## src/rtl/fall_alarm_controller_if.sv

```systemverilog
// Bundles the fall-alarm sensor/button inputs and alarm outputs into one port.
// The master side drives the raw flag and buttons; the slave side is the controller.
interface fall_alarm_controller_if #(
    parameter int CNT_W = 8
);
    logic             fallDetected;
    logic             patientAck;
    logic             caregiverClear;
    logic             alarmLocal;
    logic             alarmRemote;
    logic [1:0]       alarmState;
    logic [CNT_W-1:0] fallCount;
    logic             eventPulse;

    modport master (
        output fallDetected,
        output patientAck,
        output caregiverClear,
        input  alarmLocal,
        input  alarmRemote,
        input  alarmState,
        input  fallCount,
        input  eventPulse
    );

    modport slave (
        input  fallDetected,
        input  patientAck,
        input  caregiverClear,
        output alarmLocal,
        output alarmRemote,
        output alarmState,
        output fallCount,
        output eventPulse
    );
endinterface

```

## src/rtl/fall_alarm_controller.sv

```systemverilog
// Fall alarm controller: debounces the raw fall flag, raises a local alarm on a
// confirmed fall, and escalates to the caregiver when the patient does not
// acknowledge within the window. Keeps a saturating tally of confirmed falls.
// All outputs come straight from flops so nothing downstream sees input glitches.
module fall_alarm_controller #(
    parameter int CONFIRM_CYCLES = 4,
    parameter int ACK_WINDOW     = 16,
    parameter int CNT_W          = 8
) (
    input  logic                    clk,
    input  logic                    rstN,
    fall_alarm_controller_if.slave  bus
);

    localparam int CONF_W = (CONFIRM_CYCLES > 1) ? $clog2(CONFIRM_CYCLES) : 1;
    localparam int ACK_W  = (ACK_WINDOW > 1) ? $clog2(ACK_WINDOW) : 1;

    localparam logic [CONF_W-1:0] CONF_LAST = CONF_W'(CONFIRM_CYCLES - 1);
    localparam logic [ACK_W-1:0]  ACK_LAST  = ACK_W'(ACK_WINDOW - 1);
    localparam logic [CNT_W-1:0]  CNT_MAX   = {CNT_W{1'b1}};

    typedef enum logic [1:0] {
        IDLE      = 2'd0,
        CONFIRM   = 2'd1,
        ALERT     = 2'd2,
        ESCALATED = 2'd3
    } state_t;

    state_t            state_r;
    state_t            nextState_s;
    logic [CONF_W-1:0] confCnt_r;
    logic [CONF_W-1:0] confCntNext_s;
    logic [ACK_W-1:0]  ackTimer_r;
    logic [ACK_W-1:0]  ackTimerNext_s;
    logic [CNT_W-1:0]  fallCount_r;
    logic [CNT_W-1:0]  fallCountNext_s;
    logic              eventPulse_r;
    logic              eventPulseNext_s;
    logic              alarmLocal_r;
    logic              alarmRemote_r;

    // Saturating increment: holds at all-ones instead of wrapping to zero.
    function automatic logic [CNT_W-1:0] satInc(input logic [CNT_W-1:0] value);
        logic [CNT_W-1:0] result;
        if (value == CNT_MAX) begin
            result = value;
        end else begin
            result = value + CNT_W'(1);
        end
        return result;
    endfunction

    // Next-state, counter and strobe logic for the alarm FSM.
    always_comb begin
        nextState_s      = state_r;
        confCntNext_s    = confCnt_r;
        ackTimerNext_s   = ackTimer_r;
        fallCountNext_s  = fallCount_r;
        eventPulseNext_s = 1'b0;

        case (state_r)
            IDLE: begin
                // Buttons mean nothing here; only a rising fall flag matters.
                if (bus.fallDetected) begin
                    nextState_s   = CONFIRM;
                    confCntNext_s = CONF_W'(1);
                end else begin
                    confCntNext_s  = {CONF_W{1'b0}};
                    ackTimerNext_s = {ACK_W{1'b0}};
                end
            end

            CONFIRM: begin
                if (!bus.fallDetected) begin
                    // Flag dropped before confirmation: treat it as a glitch.
                    nextState_s   = IDLE;
                    confCntNext_s = {CONF_W{1'b0}};
                end else if (confCnt_r == CONF_LAST) begin
                    nextState_s      = ALERT;
                    confCntNext_s    = {CONF_W{1'b0}};
                    ackTimerNext_s   = {ACK_W{1'b0}};
                    fallCountNext_s  = satInc(fallCount_r);
                    eventPulseNext_s = 1'b1;
                end else begin
                    confCntNext_s = confCnt_r + CONF_W'(1);
                end
            end

            ALERT: begin
                // An acknowledge arriving on the timeout cycle still cancels escalation.
                if (bus.caregiverClear || bus.patientAck) begin
                    nextState_s    = IDLE;
                    ackTimerNext_s = {ACK_W{1'b0}};
                end else if (ackTimer_r == ACK_LAST) begin
                    nextState_s    = ESCALATED;
                    ackTimerNext_s = {ACK_W{1'b0}};
                end else begin
                    ackTimerNext_s = ackTimer_r + ACK_W'(1);
                end
            end

            ESCALATED: begin
                // Once the caregiver is alerted only the caregiver may stand it down.
                if (bus.caregiverClear) begin
                    nextState_s    = IDLE;
                    ackTimerNext_s = {ACK_W{1'b0}};
                end else begin
                    nextState_s = ESCALATED;
                end
            end

            default: begin
                nextState_s    = IDLE;
                confCntNext_s  = {CONF_W{1'b0}};
                ackTimerNext_s = {ACK_W{1'b0}};
            end
        endcase
    end

    // State, counters and registered Moore outputs; reset aborts any alarm at once.
    always_ff @(posedge clk or negedge rstN) begin
        if (!rstN) begin
            state_r       <= IDLE;
            confCnt_r     <= {CONF_W{1'b0}};
            ackTimer_r    <= {ACK_W{1'b0}};
            fallCount_r   <= {CNT_W{1'b0}};
            eventPulse_r  <= 1'b0;
            alarmLocal_r  <= 1'b0;
            alarmRemote_r <= 1'b0;
        end else begin
            state_r       <= nextState_s;
            confCnt_r     <= confCntNext_s;
            ackTimer_r    <= ackTimerNext_s;
            fallCount_r   <= fallCountNext_s;
            eventPulse_r  <= eventPulseNext_s;
            alarmLocal_r  <= (nextState_s == ALERT) || (nextState_s == ESCALATED);
            alarmRemote_r <= (nextState_s == ESCALATED);
        end
    end

    assign bus.alarmState  = state_r;
    assign bus.alarmLocal  = alarmLocal_r;
    assign bus.alarmRemote = alarmRemote_r;
    assign bus.fallCount   = fallCount_r;
    assign bus.eventPulse  = eventPulse_r;

endmodule

```

## src/flat_wrapper.sv

```systemverilog
// flat-port wrapper written by rule: the top's interface ports become plain ports
module fall_alarm_controller_flat 
#(
    parameter int CONFIRM_CYCLES = 4,
    parameter int ACK_WINDOW     = 16,
    parameter int CNT_W          = 8
)
  (clk, rstN, bus_fallDetected, bus_patientAck, bus_caregiverClear, bus_alarmLocal, bus_alarmRemote, bus_alarmState, bus_fallCount, bus_eventPulse);
  fall_alarm_controller_if #(.CNT_W(CNT_W)) bus_i ();
  input  logic clk;
  input  logic rstN;
  input wire logic [$bits(bus_i.fallDetected)-1:0] bus_fallDetected;
  input wire logic [$bits(bus_i.patientAck)-1:0] bus_patientAck;
  input wire logic [$bits(bus_i.caregiverClear)-1:0] bus_caregiverClear;
  output wire logic [$bits(bus_i.alarmLocal)-1:0] bus_alarmLocal;
  output wire logic [$bits(bus_i.alarmRemote)-1:0] bus_alarmRemote;
  output wire logic [$bits(bus_i.alarmState)-1:0] bus_alarmState;
  output wire logic [$bits(bus_i.fallCount)-1:0] bus_fallCount;
  output wire logic [$bits(bus_i.eventPulse)-1:0] bus_eventPulse;
  assign bus_i.fallDetected = bus_fallDetected;
  assign bus_i.patientAck = bus_patientAck;
  assign bus_i.caregiverClear = bus_caregiverClear;
  assign bus_alarmLocal = bus_i.alarmLocal;
  assign bus_alarmRemote = bus_i.alarmRemote;
  assign bus_alarmState = bus_i.alarmState;
  assign bus_fallCount = bus_i.fallCount;
  assign bus_eventPulse = bus_i.eventPulse;
  fall_alarm_controller #(.CONFIRM_CYCLES(CONFIRM_CYCLES), .ACK_WINDOW(ACK_WINDOW), .CNT_W(CNT_W)) u_core (.clk(clk), .rstN(rstN), .bus(bus_i));
endmodule
```

## config.mk

```make
export PLATFORM = sky130hd
export DESIGN_NAME = fall_alarm_controller_flat
export DESIGN_NICKNAME = d
export VERILOG_FILES = /design/src/rtl/fall_alarm_controller_if.sv /design/src/rtl/fall_alarm_controller.sv /design/src/flat_wrapper.sv
export SDC_FILE = /design/constraint.sdc
export NUM_CORES = 1
export LEC_CHECK = 0
export ABC_AREA = 1
export CORE_UTILIZATION = 54
export CTS_BUF_LIST = sky130_fd_sc_hd__clkbuf_16
export CTS_CLUSTER_DIAMETER = 200
export CTS_CLUSTER_SIZE = 25
export DETAILED_ROUTE_END_ITERATION = 10
export PLACE_DENSITY = 0.86
export SLEW_MARGIN = 5
export SYNTH_ARGS = -nofsm -noshare
export SYNTH_HDL_FRONTEND = slang
export SYNTH_SLANG_ARGS = --single-unit
```

## constraint.sdc

```tcl
create_clock -name clk -period 4 [get_ports clk]
set_clock_uncertainty 0.1 [all_clocks]
set_input_delay 1 -clock clk [delete_from_list [all_inputs] [get_ports clk]]
set_output_delay 1 -clock clk [all_outputs]
set_load 0.05 [all_outputs]
```

==> flow_metrics.env <==
export IMPL_grt_antenna_before_repair=0
export IMPL_cts_setup_buffers=0
export IMPL_synthTopCellsByCount="48 x nand2_1, 19 x dfrtp_1, 15 x inv_1, 11 x nand3_1, 10 x nor2_1"
export IMPL_status="finished clean"
export IMPL_syn2layout_area_growth_pct=27.7
export IMPL_routed_wl_um=1930
export IMPL_synth_top_cell_by_area="dfrtp_1"
export IMPL_startpoint="u_core.bus.fallCount[4]$_DFFE_PN0P_"
export IMPL_grtUsageTotal_pct=23.0
export IMPL_combPwrFrac_pct=22.5
export IMPL_internal_power_w=0.000383
export IMPL_grt_pass1_vias=748
export IMPL_synth_area_um2=1010
export IMPL_drv_cap=0
export IMPL_setup_violations_final=0
export IMPL_p_per_area_nw_per_um2=431
export IMPL_hold_violations=0
export IMPL_syn_nets=135
export IMPL_cp_depth=1
export IMPL_synth_most_common_cell="nand2_1"
export IMPL_vias=853
export IMPL_synthCells=127
export IMPL_timing_rr_end="u_core.bus.fallCount[3]$_DFFE_PN0P_"
export IMPL_drt_iter0_drc=17
export IMPL_grt_remaining_overflow=0
export IMPL_die_area_um2=2050
export IMPL_required_ns=2.90
export IMPL_crit_buf_inv=1
export IMPL_crit_path_start_kind="flip-flop"
export IMPL_grt_max_degree=20
export IMPL_die_w_um=45.3
export IMPL_cp_top_family="buffers and inverters"
export IMPL_p_sw_w=0.000173
export IMPL_yosysWarningCount=0
export IMPL_ys_types=18
export IMPL_slowest_stage="clkdlybuf4s50_1"
export IMPL_wl_per_cell_um=11.2
export IMPL_r2r_cells=8
export IMPL_tns_ns=0
export IMPL_htreeDepth=1
export IMPL_critPathMaxStageDelay_ns=0.84
export IMPL_cts_resized=0
export IMPL_p_seq_share_pct=40.6
export IMPL_path_clk_slew_ns=0.05
export IMPL_drive_gt1_share_pct=7.43
export IMPL_fin_area_um2=1290
export IMPL_critPathKind="flip-flop to primary output"
export IMPL_drc=0
export IMPL_ys_ff_latch=19
export IMPL_ir_drop_uv=445
export IMPL_crit_arrival_ns=1.54
export IMPL_p_leak_nw=0.649
export IMPL_rrSetupSlack_ns=2.54
export IMPL_async_reset_ff_share_pct=100
export IMPL_hpwl_um=1410
export IMPL_crit_chain="clkdlybuf4s50_1"
export IMPL_fmax_ghz=0.379
export IMPL_hp_class="flip-flop to flip-flop"
export IMPL_cts_inserted_buffers=3
export IMPL_clk_latency_ns=0.26
export IMPL_cts_root_buffer="clkbuf_16"
export IMPL_ioPinCount=18
export IMPL_power_share_clock_pct=36.9
export IMPL_portBuffers=17
export IMPL_first_pass_iters=4
export IMPL_grt_first_pass_wirelength_um=3150
export IMPL_sw_frac_of_total_pct=31.2
export IMPL_maxSlewViolCount=0
export IMPL_ant_nets=0
export IMPL_worst_slew_pin_slew_ns=0.822
export IMPL_synth_edf_count=0
export IMPL_ys_seq_area_share_pct=47.0
export IMPL_hold_buffers=0
export IMPL_nets=157
export IMPL_syn_area_per_cell_um2=7.96
export IMPL_tritoncts="done"
export IMPL_rsz0062_at_grt="false"
export IMPL_cp_max_fo=6
export IMPL_clk_path_buf_depth=2
export IMPL_cp_end_kind="primary output"
export IMPL_slew_headroom_pct=45.0
export IMPL_antennaDiodeCount=0
export IMPL_num_rows=15
export IMPL_synth_top_flop_cell="dfrtp_1"
export IMPL_gp_congestion=0.752
export IMPL_timing_rr_start="u_core.bus.fallCount[0]$_DFFE_PN0P_"
export IMPL_die_h_um=45.3
export IMPL_synth_area_leaders="dfrtp_1 47%, nand2_1 18%, inv_1 5.6%, nand3_1 5.4%, ha_1 3.7%"
export IMPL_placedInstanceArea_um2=1210
export IMPL_core_um2=1750
export IMPL_yosysTopAreaCellShare_pct=47.0
export IMPL_routed_via_density=4.93
export IMPL_final_period_utilization_pct=66.0
export IMPL_clkSinkCount=19
export IMPL_endpoint="bus_fallCount[4]"
export IMPL_period_minus_slack_ns=2.64
export IMPL_initial_core_util_pct=57.9
==> worst min-delay path by stage <==
stage,startpoint,endpoint,slack [ns],cells past startpoint
4_1_cts,u_core.ackTimer_r[3]$_DFFE_PN0P_,u_core.ackTimer_r[3]$_DFFE_PN0P_,0.39,2
3_5_place_dp,u_core.ackTimer_r[3]$_DFFE_PN0P_,u_core.ackTimer_r[3]$_DFFE_PN0P_,0.38,2
3_3_place_gp,u_core.ackTimer_r[3]$_DFFE_PN0P_,u_core.ackTimer_r[3]$_DFFE_PN0P_,0.36,2
5_1_grt,u_core.ackTimer_r[3]$_DFFE_PN0P_,u_core.ackTimer_r[3]$_DFFE_PN0P_,0.42,2
6_report,u_core.confCnt_r[1]$_DFFE_PN0P_,u_core.confCnt_r[1]$_DFFE_PN0P_,0.40,2
2_1_floorplan,u_core.ackTimer_r[3]$_DFFE_PN0P_,u_core.ackTimer_r[3]$_DFFE_PN0P_,0.34,2
==> metal layers <==
metal | track usage (%) | vias to the layer above | part of all wire [%]
met4 | 12.7 | 0 | 2.2
met3 | 8.40 | 5 | 3.6
met2 | 33.6 | 13 | 49
met1 | 29.5 | 395 | 45
li1 | - | 440 | -
met5 | 0 | - | 0
==> power by group through the flow <==
stage / Clock [W] / Sequential (W) / Combinational [W]
detailed placement: 0 / 0.000229 / 0.000126
floorplan: 0 / 0.000266 / 0.0000450
global route: 0.000218 / 0.000229 / 0.000136
finish: 0.000205 / 0.000226 / 0.000125
global placement: 0 / 0.000227 / 0.000123
CTS: 0.000209 / 0.000226 / 0.000127
==> cells in the final DEF, fill, tap and decap left out, drive strengths merged <==
| cell type | Yosys | layout |
|---|---|---|
| xnor2 | 1 | 1 |
| nand4 | 4 | 4 |
| o211ai | 2 | 2 |
| o21ai | 3 | 3 |
| xor2 | 3 | 3 |
| or2 | 1 | 1 |
| inv | 16 | 17 |
| nand3 | 11 | 11 |
| nor2 | 12 | 12 |
| nand2 | 52 | 52 |
| dfrtp | 19 | 19 |
| clkdlybuf4s50 | 0 | 17 |
| clkbuf | 0 | 3 |
| ha | 3 | 3 |
==> sequential cells by signal, indices dropped and copies added (netlist names) <==
| signal | flops |
|---|---|
| u_core.bus.fallCount | 8 |
| u_core.ackTimer_r | 4 |
| u_core.bus.alarmState | 2 |
| u_core.confCnt_r | 2 |
| u_core.bus.alarmLocal | 1 |
| u_core.bus.alarmRemote | 1 |
| u_core.bus.eventPulse | 1 |
==> stage by stage <==
step | utilization [%] | instances | setup slack (ns) | power [W] | hold slack [ns]
2_1_floorplan | - | 127 | 2.22 | 0.000311 | 0.342
3_3_place_gp | 69.5 | 169 | 1.66 | 0.000350 | 0.357
3_5_place_dp | 69.5 | 169 | 1.63 | 0.000355 | 0.378
4_1_cts | 74.0 | 173 | 1.36 | 0.000561 | 0.391
5_1_grt | 74.0 | 173 | 1.32 | 0.000583 | 0.425
6_report | 74.0 | 173 | 1.36 | 0.000556 | 0.401
==> layout make-up <==
| class | instances | area (um^2) |
|---|---|---|
| clock buffers | 3 | 75.1 |
| clock inverters | 1 | 3.75 |
| fillers | 132 | 454 |
| inverters | 16 | 62.6 |
| multi-input cells | 92 | 473 |
| flip-flops and latches | 19 | 475 |
| well taps | 25 | 31.3 |
| repair buffers | 17 | 170 |
==> logic make-up (layout without fill, tap and decap cells) <==
family          count (synthesis)  count (layout)  share of synthesized area [%]
xor+xnor                        4               4                           3.47
buf+inv                        16              37                           6.19
simple gates                   80              80                           36.6
flops                          19              19                           47.0
compound gates                  5               5                           2.97
fa+ha+maj                       3               3                           3.71
Power figures use the tool's default switching activity.
